$ cat src/rtl/instruction_fetch.sv
`default_nettype none
// ============================================================================
// Module      : instruction_fetch
// Description : Fetch stage. Owns the PC, drives the word-aligned byte address
//               into a combinational instruction ROM and registers the
//               returned word into the IF/ID pipeline register. Handles
//               stall, downstream redirect, early J-type redirect and a
//               sticky fault on out-of-range or misaligned fetch addresses.
// Ports       : clk, rst_n           clock / async active-low reset
//               imem_addr, imem_data instruction memory request / response
//               stall                hold PC and IF/ID
//               redirect_valid/target flush and refetch from target
//               ifid_valid/instr/pc/pc_plus4  IF/ID pipeline register
//               fetch_fault          sticky illegal-fetch flag
// Revision    : 1.0 - initial release
// ============================================================================
module instruction_fetch #(
    parameter logic [31:0] RESET_PC   = 32'h0000_0000,
    parameter int          IMEM_WORDS = 1024
) (
    input  logic        clk,
    input  logic        rst_n,
    output logic [31:0] imem_addr,
    input  logic [31:0] imem_data,
    input  logic        stall,
    input  logic        redirect_valid,
    input  logic [31:0] redirect_target,
    output logic        ifid_valid,
    output logic [31:0] ifid_instr,
    output logic [31:0] ifid_pc,
    output logic [31:0] ifid_pc_plus4,
    output logic        fetch_fault
);

    // Upper bound held at 33 bits so 4*IMEM_WORDS == 2^32 still compares cleanly.
    localparam logic [32:0] c_pc_limit = 33'(4 * IMEM_WORDS);
    localparam logic [5:0]  c_op_j     = 6'b000010;

    logic [31:0] r_pc;
    logic        r_ifid_valid;
    logic [31:0] r_ifid_instr;
    logic [31:0] r_ifid_pc;
    logic [31:0] r_ifid_pc_plus4;
    logic        r_fault;

    logic [31:0] w_pc_plus4;
    logic        w_pc_legal;
    logic        w_is_jump;
    logic [31:0] w_jump_target;

    // pc+4 wraps modulo 2^32; a wrap to 0 is caught by the range check
    // because the PC would only reach it after passing the upper limit.
    assign w_pc_plus4    = r_pc + 32'd4;
    assign w_pc_legal    = (r_pc[1:0] == 2'b00) && ({1'b0, r_pc} < c_pc_limit);
    assign w_is_jump     = (imem_data[31:26] == c_op_j);
    assign w_jump_target = {w_pc_plus4[31:28], imem_data[25:0], 2'b00};

    always_ff @(posedge clk or negedge rst_n) begin
        if (!rst_n) begin
            r_pc            <= RESET_PC;
            r_ifid_valid    <= 1'b0;
            r_ifid_instr    <= 32'h0;
            r_ifid_pc       <= 32'h0;
            r_ifid_pc_plus4 <= 32'h0;
            r_fault         <= 1'b0;
        end else if (r_fault) begin
            // Fetching halted: PC frozen, bubbles flow unless decode is stalled.
            if (!stall) begin
                r_ifid_valid <= 1'b0;
            end
        end else if (redirect_valid) begin
            // Redirect overrides stall: the stalled instruction is being flushed.
            r_pc         <= redirect_target;
            r_ifid_valid <= 1'b0;
        end else if (stall) begin
            // Hold everything.
        end else if (!w_pc_legal) begin
            r_fault      <= 1'b1;
            r_ifid_valid <= 1'b0;
        end else begin
            r_ifid_valid    <= 1'b1;
            r_ifid_instr    <= imem_data;
            r_ifid_pc       <= r_pc;
            r_ifid_pc_plus4 <= w_pc_plus4;
            // J is resolved here; the word still goes to decode as a no-op.
            r_pc            <= w_is_jump ? w_jump_target : w_pc_plus4;
        end
    end

    assign imem_addr     = r_pc;
    assign ifid_valid    = r_ifid_valid;
    assign ifid_instr    = r_ifid_instr;
    assign ifid_pc       = r_ifid_pc;
    assign ifid_pc_plus4 = r_ifid_pc_plus4;
    assign fetch_fault   = r_fault;

endmodule
`default_nettype wire

$ cat config.mk
export PLATFORM = sky130hd
export DESIGN_NAME = instruction_fetch
export DESIGN_NICKNAME = d
export VERILOG_FILES = /design/src/rtl/instruction_fetch.sv
export SDC_FILE = /design/constraint.sdc
export NUM_CORES = 1
export LEC_CHECK = 0
export CAP_MARGIN = 20
export CELL_PAD_IN_SITES_DETAIL_PLACEMENT = 1
export CELL_PAD_IN_SITES_GLOBAL_PLACEMENT = 2
export CORE_MARGIN = 8
export CORE_UTILIZATION = 30
export DETAILED_ROUTE_END_ITERATION = 12
export HOLD_SLACK_MARGIN = 0.05
export MAX_ROUTING_LAYER = met4
export PLACE_DENSITY_LB_ADDON = 0.25
export SYNTH_ARGS = -nofsm -noshare
export SYNTH_HDL_FRONTEND = slang
export SYNTH_SLANG_ARGS = --single-unit
$ cat constraint.sdc
create_clock -name clk -period 6.6 [get_ports clk]
set_input_delay 1.32 -clock clk [delete_from_list [all_inputs] [get_ports clk]]
set_output_delay 1.32 -clock clk [all_outputs]
set_load 0.1 [all_outputs]
==> results of run 1 <==
## final cells by class
cell class	instances	area, µm²
timing repair buffer	203	2033
fill	1993	10160
clock buffer	18	439.2
multi-input combinational	338	2318
inverter	7	26.28
sequential	128	3203
tap	234	292.8
clock inverter	14	230.2
## through the flow
step	cells	power [mW]
after floorplan	507	1.391
after global placement	909	1.614
after detailed placement	909	1.625
after CTS	941	2.708
after global routing	942	2.776
final	942	2.670
## state kept, by name, summed over array words and instances (netlist names)
register / flops
ifid_instr: 32
ifid_pc: 32
imem_addr: 32
ifid_pc_plus4: 30
fetch_fault: 1
ifid_valid: 1
## power by group
group	leakage (nW)	switching (mW)	internal, mW
clock	0.323	0.376	0.687
sequential	1.71	0.105	0.831
combinational	1.71	0.487	0.185
## worst reg2reg max path: cells and delay by family, from the launching register on
family	cells	cell delay, ns
simple gates	3	1.14
mux	1	0.46
flops	1	0.49
buf+inv	1	0.56
## worst max-delay path by stage
stage                  startpoint       endpoint
floorplan           imem_data[26]  imem_addr[16]
global placement    imem_data[26]  imem_addr[27]
detailed placement  imem_data[26]  imem_addr[27]
CTS                 imem_data[26]  imem_addr[27]
global route        imem_data[26]   imem_addr[3]
finish              imem_data[26]   imem_addr[3]
## metal layers
| metal | track usage (%) | up-vias | routed length [µm] |
|---|---|---|---|
| met5 | - | - | 0 |
| met2 | 28.45 | 137 | 9861 |
| li1 | - | 2182 | - |
| met3 | 5.045 | 21 | 1078 |
| met1 | 21.64 | 2379 | 8859 |
| met4 | 5.926 | 0 | 293 |
## synth_stat cells, types with 5 or more instances
cell,number,area [µm²]
a211oi_1,7,52.55
a21oi_1,22,110.1
nor2_1,36,135.1
a22o_1,6,52.55
nor2b_1,41,256.5
xnor2_1,6,52.55
nand3_1,12,60.06
nor4_1,8,50.05
buf_2,15,75.07
mux2_2,46,518.0
clkbuf_1,12,45.04
nand2_1,42,157.7
dfrtp_1,128,3203
buf_4,6,45.04
o21ai_0,16,80.08
nand4_1,11,68.82
nand2b_1,6,37.54
o22a_1,5,43.79
inv_1,7,26.28
and2_1,5,31.28
## cell usage in the layout (no fill, tap or decap), types with 5 or more instances in the layout
cell type / synthesis / routed
nand4_1: 11 / 11
nand2b_1: 6 / 6
dfrtp_1: 128 / 128
nor2b_1: 41 / 41
o21ai_0: 16 / 16
nand2_1: 42 / 42
and2_1: 5 / 5
mux2_2: 46 / 46
nor2_1: 36 / 36
bufinv_16: 0 / 5
nor4_1: 8 / 8
clkinv_4: 0 / 6
a21oi_1: 22 / 22
a211oi_1: 7 / 7
inv_1: 7 / 7
clkbuf_16: 0 / 17
a22o_1: 6 / 6
xnor2_1: 6 / 6
o22a_1: 5 / 5
buf_4: 6 / 5
clkdlybuf4s50_1: 0 / 195
nand3_1: 12 / 12
## cells by family (layout without fill, tap and decap cells)
family                     Yosys count  in the layout
buffers and inverters               41            242
adders and majority gates            1              1
xor gates and xnor gates             9              9
DFF                                128            128
muxes                               51             51
and+or+nand+nor                    183            183
AOI/OAI and AO/OA                   94             94
==> impl_metrics.ini, run 1 <==
[outcome]
outcome = completed

[run]
max_cap_violations = 0

[setup_path]
cp.buffers_inverters = 1
r2r_setup_slack_ns = 3.85
cp-end-kind = flop
crit_type = primary input to flop
slowest_stage = and2_1
cp.depth = 6
startpoint_type = primary input
r2r-start = imem_addr[23]
r2r_end = ifid_pc[6]
cp.required_ns = 6.91
reg2reg_depth = 5
max_stage_delay_ns = 0.96
arrival_ns = 4.00
crit_chain = clkdlybuf4s50_1, nor4b_1, and2_1, mux2i_1, o21ai_0, mux2_2
path_delay_family = simple AND/OR/NAND/NOR gates
worstPathMaxFanout = 26

[floorplan]
die_area_um2 = 23690
io_pins = 198
die_w_um = 153.9
coreArea_um2 = 18710
dieHeight_um = 153.9
rows = 50
initial_core_util_pct = 30.51

[yosys]
post_synth_and_or_nand_nor_area_fraction_pct = 17.45
synthesis.area_um2 = 5707
synth_flop_cell = dfrtp_1
synth_compound_area_share_pct = 11.42
synth_seq_cells = 128
synth-seq-area-share_pct = 56.13
synthAdderAreaFrac_pct = 0.2193
synthXorXnorAreaFrac_pct = 1.381
synthDistinctLibCells = 60
syn_inst = 507
syn_area_per_cell_um2 = 11.26
synth_edf_count = 0
syn_nets = 576
synthMuxAreaShare_pct = 9.976
yosys_warnings = 0
synth_top_family_by_area = simple AND/OR/NAND/NOR gates
synthArstFlopShare_pct = 100.0

[power_and_ir_drop]
static-leakage-power_nw = 3.744
ir_drop_v = 0.0001949
p_per_area_nw_per_um2 = 312.5

[cts]
htreeDepth = 4
postCtsSetupRepairBufs = 0
ctsResizeCount = 0
cts_tree = yes
hold_buffers = 0
clkLatencyLatePin_ns = 0.43
clock_tree.root_cell = clkbuf_16
cts-buffers-inserted = 17
clock-sinks = 128
clk_pin_slew_ns = 0.06
clockBufferDepth = 2

[sta]
post-route-min-period_ns = 3.698
finalSetupViolations = 0
hold_ws_ns = 0.4984
relSlewSlack_pct = 27.16
fin_crit_sh_pct = 56.03
worstMarginPinSlew_ns = 1.093
fin_ws_ns = 2.902
slew_violations = 0
rsz0062_at_grt = false
clock_skew_ns = 0.01344
max_freq_ghz = 0.2704
finalHoldViolations = 0
tns_ns = 0

[cells_and_area]
area_delta_synth_final_pct = 49.70
insertedDiodeCount = 0
final_core_util_pct = 45.67
final_cell_area_um2 = 8543
final_layout_size_suffix_gt1_share_pct = 13.56
nets = 764

[detailed_routing]
first_pass_iters = 4
drtIter0Drc = 205
wirelength_um = 20090
ant_nets = 0
drc = 0
num_vias = 4719
wl_per_cell_um = 21.33
avgViaCountPerCell = 5.010

[worst_hold_path]
hp-start = ifid_pc_plus4[26]
min_path_cells = 1
hold_path_end = ifid_pc_plus4[26]
hp-class = flop to flop

[placement]
place_ws_ns = 2.394
place.gp.congestion = 0.7655
placement.io_buffers = 197
dpl_cell_area_um2 = 7846
place_hpwl_um = 14580

[global_route]
grt_pass1_vias = 5268
grt_max_degree = 72
grt_antenna_before_repair = 0
grt_overflow = 0
grt_first_pass_wirelength_um = 31760
grtUsageTotal_pct = 17.90
No activity file was read; power rests on OpenSTA's default activity.
==> run 2, diff against run 1 <==
Settings changed: CORE_UTILIZATION 30 to 28.
Clock period 6.6 ns to 3.65 ns, I/O delays scaled along.
==> run 2 against run 1 <==
  * Combinational power grew 77%
  * Critical path depth shrank 5
  * Cell count rose by 4.4%
  * Non-clock buffer count grew 6
  * Flip-flop and latch count unchanged
  * Register-to-register slack worse by 2.8 ns
==> impl_metrics.ini, run 2 (synthesis gave the netlist of run 1 again) <==
[outcome]
outcome = completed

[cells_and_area]
final_common_cell = clkdlybuf4s50_1
insertedDiodeCount = 0
final_cell_area_um2 = 8531
nets = 770
layout.cells.non_filler = 983
layout_common_cells = clkdlybuf4s50_1, dfrtp_1, mux2_2
final_layout_size_suffix_gt1_share_pct = 17.25
area_delta_synth_final_pct = 49.48

[setup_path]
max_stage_delay_ns = 1.20
cp.required_ns = 2.92
crit_chain = clkdlybuf4s50_1
reg2reg_depth = 5
cp-end-kind = output port
worstPathMaxFanout = 6
path_delay_family = buffers and inverters
r2r-start = imem_addr[23]
arrival_ns = 2.11
crit_type = flop to output port
startpoint_type = flop
r2r_end = ifid_pc[11]
r2r_setup_slack_ns = 1.01
slowest_stage = clkdlybuf4s50_1
cp.buffers_inverters = 1

[power_and_ir_drop]
static-leakage-power_nw = 3.775
power.share.combinational_pct = 25.2
ir_drop_v = 0.0003004
p_int_mw = 2.970
p_sw_mw = 1.751
power_frac_seq_pct = 35.9
switching_share_pct = 37.09
p_clk_share_pct = 38.9
power.total_mw = 4.720
p_per_area_nw_per_um2 = 553.3

[sta]
worstMarginPinSlew_ns = 1.013
slew_violations = 0
tns_ns = 0
max_freq_ghz = 0.3517
post-route-min-period_ns = 2.844
finalHoldViolations = 0
rsz0062_at_grt = false
clock_skew_ns = 0.009231
finalSetupViolations = 0
fin_ws_ns = 0.8064
fin_crit_sh_pct = 77.91
relSlewSlack_pct = 32.23

[global_route]
grtUsageTotal_pct = 16.82
grt_pass1_vias = 5287
grt_antenna_before_repair = 0
grt_overflow = 0
grt_max_degree = 94
grt_first_pass_wirelength_um = 32190

[cts]
htreeDepth = 4
clock-sinks = 128
clkLatencyLatePin_ns = 0.42
hold_buffers = 0
cts_tree = yes
postCtsSetupRepairBufs = 0
clockBufferDepth = 2
ctsResizeCount = 0
cts-buffers-inserted = 17
clk_pin_slew_ns = 0.06
clock_tree.root_cell = clkbuf_16

[detailed_routing]
num_vias = 4750
drtIter0Drc = 204
first_pass_iters = 4
wl_per_cell_um = 20.53
ant_nets = 0
drc = 0
avgViaCountPerCell = 4.832
wirelength_um = 20180

[placement]
place.gp.congestion = 0.7607
place_ws_ns = 0.7452
dp.cells = 952
dpl_cell_area_um2 = 7901
place_hpwl_um = 14710
placement.io_buffers = 197

[floorplan]
rows = 52
initial_core_util_pct = 28.39
io_pins = 198
dieHeight_um = 158.8
coreArea_um2 = 20100
die_area_um2 = 25200
die_w_um = 158.8

[worst_hold_path]
hp-class = primary input to async pin

[run]
max_cap_violations = 0
==> run 2: changes by cell type in the layout (fill, tap and decap cells not counted) <==
cell / change
inv_8: -1
buf_16: -1
clkinv_4: -2
clkinv_2: +1
buf_4: +28
clkbuf_8: -1
buf_12: +1
inv_6: +4
clkdlybuf4s50_1: -22
bufinv_16: -1
clkinvlp_4: -1
==> run 2: metal layers <==
metal	vias to the layer above	GRT usage [%]	wire length, µm
met5	-	-	0
met4	0	5.325	297
met2	125	28.19	10110
met3	20	3.671	750
li1	2204	-	-
met1	2401	19.85	9019
==> run 2: cell type report <==
| type | count | area, µm² |
|---|---|---|
| Clock buffer | 17 | 425.4 |
| Clock inverter | 14 | 203.9 |
| Fill cell | 2149 | 11570 |
| Inverter | 7 | 26.28 |
| Multi-Input combinational cell | 338 | 2318 |
| Sequential cell | 128 | 3203 |
| Tap cell | 270 | 337.8 |
| Timing Repair Buffer | 209 | 2016 |
==> run 2: through the flow <==
stage | utilization (%) | hold slack (ns)
after CTS | 42.43 | 0.4066
after global routing | 42.43 | 0.4430
after floorplan | - | 0.4344
final | 42.43 | 0.3755
after detailed placement | 39.30 | 0.4851
after global placement | 39.30 | 0.4747
==> run 2: how the worst max path moves through the flow <==
| stage | start | end | cells after the start |
|---|---|---|---|
| CTS | imem_addr[11] | imem_addr[11] | 1 |
| finish | imem_addr[11] | imem_addr[11] | 1 |
| floorplan | imem_addr[8] | imem_addr[26] | 6 |
| detailed placement | imem_data[26] | imem_addr[21] | 8 |
| global placement | imem_data[26] | imem_addr[21] | 8 |
| global route | imem_addr[11] | imem_addr[11] | 1 |
==> run 2: power groups by stage <==
stage / registers, mW / logic, mW / clock network, mW
final: 1.69 / 1.19 / 1.84
after CTS: 1.69 / 1.20 / 1.89
after global placement: 1.71 / 1.19 / 0
after floorplan: 2.21 / 0.307 / 0
after detailed placement: 1.72 / 1.20 / 0
after global routing: 1.71 / 1.25 / 1.96
==> run 3, diff against run 2 <==
Clock period 3.65 ns to 3 ns, I/O delays scaled along.
==> run 3 against run 2 <==
  * Global-route usage up 0.28 points
  * Worst hold slack worse by 0.24 ns
  * First-iteration DRC count up 16%
  * Clock skew about the same
  * Non-clock buffer count up 9
  * Register-to-register slack worse by 0.63 ns
  * Critical path type is now flop to flop
  * Largest power group unchanged
==> impl_metrics.ini, run 3 (synthesis gave the netlist of run 1 again) <==
[sta]
rsz0062_at_grt = false
fin_crit_sh_pct = 87.48
relSlewSlack_pct = 47.88
slew_violations = 0
finalSetupViolations = 0
clock_skew_ns = 0.009670
tns_ns = 0
post-route-min-period_ns = 2.624
worstMarginPinSlew_ns = 0.7818
finalHoldViolations = 0
max_freq_ghz = 0.3811

[detailed_routing]
drc = 0
num_vias = 4806
first_pass_iters = 5
ant_nets = 0
wirelength_um = 20630
wl_per_cell_um = 20.77
drtIter0Drc = 237
avgViaCountPerCell = 4.840

[floorplan]
initial_core_util_pct = 28.39
coreArea_um2 = 20100
die_area_um2 = 25200
rows = 52
dieHeight_um = 158.8
io_pins = 198
die_w_um = 158.8

[setup_path]
crit_chain = nor4_1, nand4_1, nor3_4, buf_4, mux2_2
r2r-start = imem_addr[18]
reg2reg_depth = 5
r2r_setup_slack_ns = 0.38
r2r_end = ifid_instr[28]
cp-end-kind = flop
startpoint_type = flop
path_delay_family = simple AND/OR/NAND/NOR gates
cp.buffers_inverters = 1
slowest_stage = dfrtp_1
crit_type = flop to flop
max_stage_delay_ns = 0.45
worstPathMaxFanout = 34
arrival_ns = 2.93
cp.required_ns = 3.30

[placement]
place_hpwl_um = 15370
dpl_cell_area_um2 = 7711
placement.io_buffers = 197
place.gp.congestion = 0.8317
dp.cells = 961

[cts]
ctsResizeCount = 0
clock_tree.root_cell = clkbuf_16
clk_pin_slew_ns = 0.06
postCtsSetupRepairBufs = 0
cts_tree = yes
hold_buffers = 0
clock-sinks = 128
cts-buffers-inserted = 17
clockBufferDepth = 2
clkLatencyLatePin_ns = 0.42
htreeDepth = 4

[cells_and_area]
layout.cells.non_filler = 993
final_layout_size_suffix_gt1_share_pct = 33.33
final_common_cell = buf_4
insertedDiodeCount = 0
final_cell_area_um2 = 8332
final_core_util_pct = 41.44
layout_common_cells = buf_4, dfrtp_1, clkdlybuf4s50_1
nets = 779
area_delta_synth_final_pct = 46.00

[power_and_ir_drop]
power_frac_seq_pct = 35.4
p_sw_mw = 2.181
switching_share_pct = 38.02
static-leakage-power_nw = 4.024
p_per_area_nw_per_um2 = 688.5
p_int_mw = 3.556
ir_drop_v = 0.0003885
power.share.combinational_pct = 26.2
p_clk_share_pct = 38.4

[global_route]
grt_max_degree = 70
grt_antenna_before_repair = 0
grt_pass1_vias = 5446
grtUsageTotal_pct = 17.10
grt_first_pass_wirelength_um = 33000
grt_overflow = 0

[run]
max_cap_violations = 0

[worst_hold_path]
hp-class = primary input to async pin

[outcome]
outcome = completed
run 3: worst max-delay path by stage:
stage,from,end,slack (ns),cells past startpoint
6_report,imem_addr[18],ifid_instr[28],0.38,5
5_1_grt,imem_addr[18],ifid_instr[23],0.15,5
4_1_cts,imem_addr[18],ifid_instr[18],0.39,5
3_5_place_dp,imem_data[26],imem_addr[21],0.22,8
3_3_place_gp,imem_data[26],imem_addr[21],0.30,8
2_1_floorplan,imem_addr[8],imem_addr[26],0.29,6
run 3: layout make-up:
cell class / instances / area (µm²)
fill: 2190 / 11770
sequential: 128 / 3203
multi-input combinational: 338 / 2318
timing repair buffer: 218 / 1826
clock buffer: 17 / 425.4
tap: 270 / 337.8
clock inverter: 15 / 195.2
inverter: 7 / 26.28
run 3: per-stage QoR:
stage	setup WS (ns)	power [mW]	hold slack (ns)
finish	0.3757	5.737	0.1358
global route	0.1480	5.979	0.1611
CTS	0.3880	5.812	0.1606
detailed placement	0.2244	3.572	0.4873
global placement	0.3006	3.551	0.4792
floorplan	0.2911	3.060	0.3044
run 3: power groups by stage:
stage	Combinational, mW	Clock, mW	Sequential [mW]
after CTS	1.51	2.27	2.03
after global placement	1.50	0	2.05
after floorplan	0.374	0	2.69
after global routing	1.57	2.35	2.06
final	1.50	2.20	2.03
after detailed placement	1.51	0	2.06
run 3: metal layers:
layer	track usage (%)	wire length, µm
met3	4.292	803
met5	-	0
met2	28.22	10650
met4	4.848	248
met1	20.40	8930
